`src/rtl/latch_seq_pkg.sv`:
```
// Shared types and constants for the latch bank sequencer.
// Latency: n/a (definitions only).
// Backpressure: n/a.
package latch_seq_pkg;

  // Sequencer phases, in the order a transaction walks them.
  typedef enum logic [2:0] {
    IDLE    = 3'd0,
    SETUP   = 3'd1,
    LATCH   = 3'd2,
    DRIVE   = 3'd3,
    RELEASE = 3'd4
  } state_t;

  // Width of the phase down-counter; covers SETUP_CYC/DRIVE_CYC up to 15.
  localparam int CNT_W = 4;

endpackage

```
`src/rtl/rr_pick.sv`:
```
// Winner picker: one-hot grant plus index from the request vector.
// Latency: combinational. Backpressure: none; result valid whenever any req is set.
// LATCH_SEQ_FIXED_PRIO_EN selects lowest-index-wins and drops the pointer input.
module rr_pick #(
  parameter int NREQ  = 4,
  parameter int IDX_W = $clog2(NREQ)
) (
  input  logic [NREQ-1:0]  req,
`ifndef LATCH_SEQ_FIXED_PRIO_EN
  input  logic [IDX_W-1:0] ptr,
`endif
  output logic [NREQ-1:0]  onehot,
  output logic [IDX_W-1:0] idx
);

`ifdef LATCH_SEQ_FIXED_PRIO_EN

  // Lowest set index wins; descending scan so the last hit is the lowest.
  always_comb begin
    idx = '0;
    for (int i = NREQ - 1; i >= 0; i--) begin
      if (req[i]) idx = IDX_W'(i);
    end
    onehot = (|req) ? (NREQ'(1) << idx) : '0;
  end

`else

  logic [2*NREQ-1:0] dbl;
  logic [NREQ-1:0]   rot;
  logic [IDX_W-1:0]  ofs;
  logic [IDX_W:0]    sum;

  // Rotate requests so the pointer lands at bit 0, take the first set bit,
  // then map the rotated offset back to an absolute requester index.
  always_comb begin
    dbl = {req, req} >> ptr;
    rot = dbl[NREQ-1:0];
    ofs = '0;
    for (int i = NREQ - 1; i >= 0; i--) begin
      if (rot[i]) ofs = IDX_W'(i);
    end
    sum = {1'b0, ptr} + {1'b0, ofs};
    if (sum >= (IDX_W + 1)'(NREQ)) sum = sum - (IDX_W + 1)'(NREQ);
    idx    = sum[IDX_W-1:0];
    onehot = (|req) ? (NREQ'(1) << idx) : '0;
  end

`endif

endmodule

```
`src/rtl/latch_bus_sequencer.sv`:
```
// Arbitrates one 74S373 latch bank among NREQ requesters and sequences open/hold/drive, then pulses the 74S174 enable.
// Latency: req to gnt 1 cycle; SETUP_CYC+DRIVE_CYC+3 cycles from gnt to next possible gnt. All outputs registered.
// Backpressure: req is a level held until done; only sampled in IDLE. LATCH_SEQ_FIXED_PRIO_EN = fixed priority.
module latch_bus_sequencer
  import latch_seq_pkg::*;
#(
  parameter int NREQ      = 4,
  parameter int WIDTH     = 8,
  parameter int SETUP_CYC = 2,
  parameter int DRIVE_CYC = 3
) (
  input  logic                  clock,
  input  logic                  reset,
  input  logic [NREQ-1:0]       req,
  input  logic [NREQ*WIDTH-1:0] req_data,
  output logic [NREQ-1:0]       gnt,
  output logic [NREQ-1:0]       done,
  output logic [WIDTH-1:0]      latch_d,
  output logic                  latch_hold_n,
  output logic                  latch_oenb_n,
  output logic                  reg_clk_en,
  output logic                  reg_clr_n,
  output logic                  busy
);

  localparam int IDX_W = $clog2(NREQ);

  state_t             state, state_nxt;
  logic [CNT_W-1:0]   cnt, cnt_nxt;
  logic [NREQ-1:0]    gnt_nxt;
  logic [WIDTH-1:0]   latch_d_nxt;
  logic [NREQ-1:0]    pick_oh;
  logic [IDX_W-1:0]   pick_idx;
  logic               any_req;

  assign any_req = |req;

`ifdef LATCH_SEQ_FIXED_PRIO_EN

  rr_pick #(.NREQ(NREQ), .IDX_W(IDX_W)) u_pick (
    .req    (req),
    .onehot (pick_oh),
    .idx    (pick_idx)
  );

`else

  logic [IDX_W-1:0] ptr;
  logic [IDX_W-1:0] win;

  rr_pick #(.NREQ(NREQ), .IDX_W(IDX_W)) u_pick (
    .req    (req),
    .ptr    (ptr),
    .onehot (pick_oh),
    .idx    (pick_idx)
  );

  // Remember the winner; rotate the pointer past it when the transaction releases.
  always_ff @(posedge clock) begin
    if (reset) begin
      ptr <= '0;
      win <= '0;
    end else if (state == IDLE && any_req) begin
      win <= pick_idx;
    end else if (state == RELEASE) begin
      ptr <= (win == IDX_W'(NREQ - 1)) ? '0 : win + IDX_W'(1);
    end
  end

`endif

  // Next-state, phase counter, grant and data capture.
  always_comb begin
    state_nxt   = state;
    cnt_nxt     = cnt;
    gnt_nxt     = gnt;
    latch_d_nxt = latch_d;
    case (state)
      IDLE: begin
        if (any_req) begin
          state_nxt   = SETUP;
          cnt_nxt     = CNT_W'(SETUP_CYC - 1);
          gnt_nxt     = pick_oh;
          latch_d_nxt = req_data[int'(pick_idx)*WIDTH +: WIDTH];
        end
      end
      SETUP: begin
        if (cnt == '0) state_nxt = LATCH;
        else           cnt_nxt   = cnt - CNT_W'(1);
      end
      LATCH: begin
        state_nxt = DRIVE;
        cnt_nxt   = CNT_W'(DRIVE_CYC - 1);
      end
      DRIVE: begin
        if (cnt == '0) state_nxt = RELEASE;
        else           cnt_nxt   = cnt - CNT_W'(1);
      end
      RELEASE: begin
        state_nxt = IDLE;
        gnt_nxt   = '0;
      end
      default: begin
        state_nxt = IDLE;
        gnt_nxt   = '0;
      end
    endcase
  end

  // Register state and derive every output from the state being entered,
  // so the pins change on the same edge as the phase and never glitch.
  always_ff @(posedge clock) begin
    if (reset) begin
      state        <= IDLE;
      cnt          <= '0;
      gnt          <= '0;
      done         <= '0;
      latch_d      <= '0;
      latch_hold_n <= 1'b0;
      latch_oenb_n <= 1'b1;
      reg_clk_en   <= 1'b0;
      reg_clr_n    <= 1'b0;
      busy         <= 1'b0;
    end else begin
      state        <= state_nxt;
      cnt          <= cnt_nxt;
      gnt          <= gnt_nxt;
      latch_d      <= latch_d_nxt;
      done         <= (state_nxt == RELEASE) ? gnt_nxt : '0;
      latch_hold_n <= (state_nxt == SETUP);
      latch_oenb_n <= (state_nxt != DRIVE);
      reg_clk_en   <= (state_nxt == DRIVE) && (cnt_nxt == '0);
      reg_clr_n    <= 1'b1;
      busy         <= (state_nxt != IDLE);
    end
  end

endmodule

```
`config.mk`:
```
export PLATFORM = sky130hd
export DESIGN_NAME = latch_bus_sequencer
export DESIGN_NICKNAME = d
export VERILOG_FILES = /design/src/rtl/latch_seq_pkg.sv /design/src/rtl/rr_pick.sv /design/src/rtl/latch_bus_sequencer.sv
export SDC_FILE = /design/constraint.sdc
export NUM_CORES = 1
export LEC_CHECK = 0
export ABC_AREA = 0
export CAP_MARGIN = 20
export CORE_ASPECT_RATIO = 1.25
export CORE_UTILIZATION = 45
export CTS_CLUSTER_DIAMETER = 30
export DETAILED_ROUTE_END_ITERATION = 8
export PLACE_DENSITY = 0.79
export SLEW_MARGIN = 20
export SYNTH_ARGS = -nofsm -noshare
export SYNTH_HDL_FRONTEND = slang
export SYNTH_HIERARCHICAL = 1
export SYNTH_SLANG_ARGS = --single-unit
export TNS_END_PERCENT = 10
```
`constraint.sdc`:
```
create_clock -name clock -period 3.4 [get_ports clock]
set_input_delay 0.51 -clock clock [delete_from_list [all_inputs] [get_ports clock]]
set_output_delay 0.51 -clock clock [all_outputs]
set_load 0.05 [all_outputs]
```
; Word-level counts from Yosys, hierarchy flattened
; Cells that the tools add are included.
[word_totals]
ff_bits = 32
latch_bits = 0
mem_bits_rw = 0
rom_bits = 0
input_bits = 38
output_inout_bits = 21
wordCells = 59
memories = 0
[op_classes]
n_addsub = 4
n_mul = 0
div_mod_pow = 0
n_lt_le_gt_ge = 1
eq_ne = 9
shift = 3
muxes = 16
bitwise_logic = 2
reduce_logical = 12
[op_table]
columns = operator, n
row1 = $shiftx A32 B6 Y8, 1
row2 = $mux W2, 6
row3 = $mux W4, 3
row4 = $pmux W3 S4, 1
row5 = $pmux W4 S3, 1
row6 = $eq A3 B2 Y1 const B, 3
row7 = $mux W3, 3
row8 = $logic_not A4 Y1, 2
row9 = $pmux W4 S2, 1
row10 = $shr A8 B2 Y4, 1
row11 = $eq A3 B1 Y1 const B, 2
row12 = $eq A3 B3 Y1 const B, 2
row13 = $reduce_and A2 Y1, 2
row14 = $reduce_or A2 Y1, 2
row15 = $reduce_or A4 Y1, 1
row16 = $shl A1 B2 Y4 const A, 1
row17 = $sub A4 B1 Y4 const B, 1
row18 = $add A2 B2 Y3, 1
row19 = $ge A3 B3 Y1 const B, 1
row20 = $logic_not A3 Y1, 1
row21 = $ne A3 B2 Y1 const B, 1
row22 = $reduce_bool A3 Y1, 1
row23 = $reduce_or A3 Y1, 1
row24 = $add A2 B1 Y2 const B, 1
row25 = other kinds (5), 7

; Depth between registers and ports, before layout
[logic_depth]
word_depth = 11
depth_mapped = 12

; Hierarchy
; Netlist, hierarchy kept.
[modules_own_cells]
columns = mod, instances, cells_each, area_per_inst_um2
row1 = latch_bus_sequencer, 1, 145, 1437.6
row2 = rr_pick, 1, 39, 296.5

; Least setup slack after synthesis
; OpenSTA, ideal clock, no wires.
[synth_path]
path_kind = in2reg
startpoint = input req[0]
endpoint = register latch_d[0]
arrival_time_ns = 2.355
path_slack_ns = 0.913
path_stages = 11
n_path_buf = 2
path_cell_list = buf_6 -> nor2_1 -> o21ai_0 -> o221ai_1 -> ha_1 -> xnor2_1 -> xnor2_1 -> buf_1 -> mux4_2 -> nand2_1 -> a21oi_1
[synth_via]
elab_chain_cells = 9
elab_cells_between_ends = 12
cone_classes = 2 x add/sub / 1 x order compare / 2 x shift / 5 x mux / 2 x reduce/logical
[synth_rtl]
columns = element, line_no
row1 = start: declaration, latch_bus_sequencer.sv:14  ; input logic [NREQ-1:0] req,
row2 = $shr A8 B2 Y4 (*), rr_pick.sv:37  ; dbl = {req, req} >> ptr;
row3 = $mux W2 (3 in a row), rr_pick.sv:41  ; if (rot[i]) ofs = IDX_W'(i);
row4 = $mux W2 (*), rr_pick.sv:41
row5 = $add A2 B2 Y3 (*), rr_pick.sv:43  ; sum = {1'b0, ptr} + {1'b0, ofs};
row6 = $ge A3 B3 Y1 / $sub A2 B1 Y2 (equally long branches), rr_pick.sv:44  ; if (sum >= (IDX_W + 1)'(NREQ)) sum = sum - (IDX_W + 1)'(NREQ);
row7 = $mux W2 (*), rr_pick.sv:44
row8 = via pick_idx[1], latch_bus_sequencer.sv:33  ; logic [IDX_W-1:0] pick_idx;
row9 = $shiftx A32 B6 Y8 (*), latch_bus_sequencer.sv:84  ; latch_d_nxt = req_data[int'(pick_idx)*WIDTH +: WIDTH];
row10 = end signal: assignment, latch_bus_sequencer.sv:128  ; latch_d <= latch_d_nxt;
row11 = end: declaration, latch_bus_sequencer.sv:18  ; output logic [WIDTH-1:0] latch_d,
; Mark *: on every way through the listed nets, which the timed path passes. The rest lies on a longest branch.
; A chain may end at the register's enable or synchronous reset.

; Worst setup path in the final report
[layout_path]
startpoint = input req[0]
endpoint = register latch_d[3]
; Same word-level chain as after synthesis.

==> flow_metrics.tcl <==
set metrics [dict create \
    globalRouteOverflowTotal 0 \
    crit_path_frequent_cell "xnor2_1" \
    hold_class "register to register" \
    dp_slack_ns 0.324 \
    synth_top_area_share_pct 36.9 \
    portBuffers 58 \
    area_delta_synth_final_pct 39.9 \
    max_cap_viol_count 0 \
    fin_skew_ns 0.00581 \
    track_usage_pct 19.9 \
    slew_headroom_pct 60.1 \
    min_from "win[1]" \
    critPathMaxStageDelay_ns 0.65 \
    path_class "primary input to register" \
    critPathTopFamily "buffers and inverters" \
    ir_worst_vdd_v 0.000309 \
    synthCells 184 \
    rows 24 \
    crit_arrival_ns 2.91 \
    grt_first_pass_wirelength_mm 6.22 \
    r2r_slack_ns 0.90 \
    hpwl_mm 2.75 \
    setup-tns-final_ns 0 \
    crit_start "req[0]" \
    ys_warn_count 6 \
    mostFrequentLayoutCells "clkdlybuf4s50_1, dfxtp_1, nand2_1" \
    synthArstFlopShare_pct 0 \
    critical_path_depth 11 \
    ys.flop_type "dfxtp_1" \
    ctsRootBufferMaster "clkbuf_8" \
    drt_iter0_markers 41 \
    holdPathStages 2 \
    cts_buffers 5 \
    dieArea_sq_um 4110 \
    fmax_ghz 0.361 \
    finalHoldViolCount 0 \
    placed_cell_area_sq_um 2310 \
    fp.coreArea_sq_um 3570 \
    synth_top_area_cell "dfxtp_1" \
    p_per_area_nw_per_um2 642 \
    synth_edf_count 0 \
    clk_latency_ns 0.29 \
    design_area_sq_um 2430 \
    r2r-start "ptr[0]" \
    crit_slowest_cell "clkdlybuf4s50_1" \
    clock_path_buffers 2 \
    tightest_slew_ns 0.596 \
    post_cts.repair.setup_buffers 0 \
    wire_per_inst_um 13.0 \
    min_to "win[1]" \
    grt_max_degree 17 \
    leakagePower_nw 0.927 \
    cp.required_ns 3.54 \
    fillerInstances 293 \
    cts_tree "yes" \
    htreeDepth 2 \
    finalWirelength_mm 3.66 \
    vias 1510 \
    setup_viol 0 \
    r2r-end "latch_d[3]" \
    die_h_um 71.4 \
    nNetsFinal 282 \
    cp-start-kind "primary input" \
    yosysSeqAreaShare_pct 36.9 \
    io_pins 59 \
    yosys.cell_types.count 48 \
    min_period_ns 2.77 \
    drt_pass1_iterations 6 \
    antenna_left 0 \
    period_share_pct 81.4 \
    vias_per_cell 5.37 \
    gp_congestion 0.827 \
    status "finished with violations" \
    grt_pass1_vias 1497 \
    die_w_um 57.5 \
    cp-end-kind "register" \
    rsz0062_at_grt "no" \
    antenna_found_initial 0 \
    syn_area_sq_um 1730 \
    ys_ff_latch 32 \
    drc 3 \
    drive_gt1_share_pct 11.6 \
    initial_utilization_pct 48.5 \
    layout_commonest_cell "clkdlybuf4s50_1" \
    hold_buffers 0 \
    syn_nets 225 \
    synthTopCellsByArea "dfxtp_1, mux4_2, nand2_1" \
    reg2reg_depth 11 \
    antennaDiodeCount 0 \
    cts_resized 0 \
    syn_avg_cell_area_sq_um 9.42 \
    cp_max_fo 9 \
    final_util_pct 67.9 \
    path_buf_inv 2 \
    path_clk_slew_ns 0.06 \
    setup_slack_ns 0.632 \
    cts.sinks 32 \
    violations "DRC" \
    finalMaxSlewViolations 0 \
    path_cells "clkdlybuf4s50_1, o22ai_1, o21ai_0, o221ai_1, ha_1, xnor2_1, xnor2_1, buf_4, mux4_2, nand2_1, a21oi_1" \
]
==> registers in the layout, summed over array words and instances (netlist names), 2 cells and up <==
name     count
cnt          4
done         4
gnt          4
latch_d      8
ptr          2
state        3
win          2
==> report_power, final <==
| group | leakage, nW | switching [W] | total [W] | internal [W] |
|---|---|---|---|---|
| Clock | 0.0541 | 0.000141 | 0.000357 | 0.000217 |
| Combinational | 0.610 | 0.000391 | 0.000688 | 0.000296 |
| Sequential | 0.262 | 0.0000655 | 0.000513 | 0.000448 |
==> worst max-delay path by stage <==
stage	end	slack, ns
3_3_place_gp	latch_d[3]	0.40
2_1_floorplan	latch_d[0]	0.91
4_1_cts	latch_d[3]	0.61
5_1_grt	latch_d[3]	0.45
6_report	latch_d[3]	0.63
3_5_place_dp	latch_d[7]	0.32
==> metal layers <==
metal / share of wire, % / vias up / track usage, % / wire, um
li1: - / 767 / - / -
met4: 1.8 / 0 / 8.94 / 66
met3: 5.1 / 6 / 6.32 / 185
met1: 41 / 698 / 21.9 / 1500
met5: 0 / - / 0 / 0
met2: 52 / 39 / 34.6 / 1910
==> layout make-up <==
type	count	area, sq um	share of cell area (%)
multi-input combinational	133	992	40.9
sequential	32	641	26.4
timing repair buffer	61	603	24.9
clock buffer	5	68.8	2.84
tap	39	48.8	2.01
clock inverter	3	42.5	1.75
inverter	8	30.0	1.24
==> stage by stage <==
step / cells / hold slack (ns) / total power, W
2_1_floorplan: 184 / 0.440 / 0.00101
3_3_place_gp: 273 / 0.442 / 0.00120
3_5_place_dp: 273 / 0.451 / 0.00121
4_1_cts: 281 / 0.464 / 0.00158
5_1_grt: 281 / 0.490 / 0.00165
6_report: 281 / 0.460 / 0.00156
==> worst reg2reg max path: stages (launching register included) <==
cell	delay, ns
dfxtp_1	0.52
nand2b_1	0.16
o22ai_1	0.07
o21ai_0	0.16
o221ai_1	0.13
ha_1	0.24
xnor2_1	0.27
xnor2_1	0.16
buf_4	0.20
mux4_2	0.31
nand2_1	0.09
a21oi_1	0.06
==> Yosys cell counts (all sizes together) (2+ instances only) <==
| cell | instances |
|---|---|
| nand3 | 3 |
| nand2b | 4 |
| and2 | 4 |
| clkbuf | 2 |
| ha | 3 |
| nor4 | 3 |
| nor2 | 14 |
| nand2 | 30 |
| mux2i | 11 |
| dfxtp | 32 |
| o2bb2ai | 2 |
| nor4bb | 2 |
| buf | 9 |
| o221ai | 3 |
| xnor2 | 3 |
| inv | 8 |
| o21ai | 4 |
| or4 | 3 |
| a21oi | 15 |
| nor3 | 4 |
| mux4 | 8 |
==> cell families (layout without fill, tap and decap cells) <==
kind of cell             Yosys count  in the layout  synth area share [%]
AO/OA/AOI/OAI                     31             31                  12.2
buffers and inverters             19             77                  5.84
XOR/XNOR                           4              4                  2.02
adder cells (fa/ha/maj)            3              3                  2.16
multiplexers                      19             19                  16.7
AND/OR/NAND/NOR                   76             76                  24.1
flip-flops                        32             32                  36.9
(Power assumes the default switching activity.)
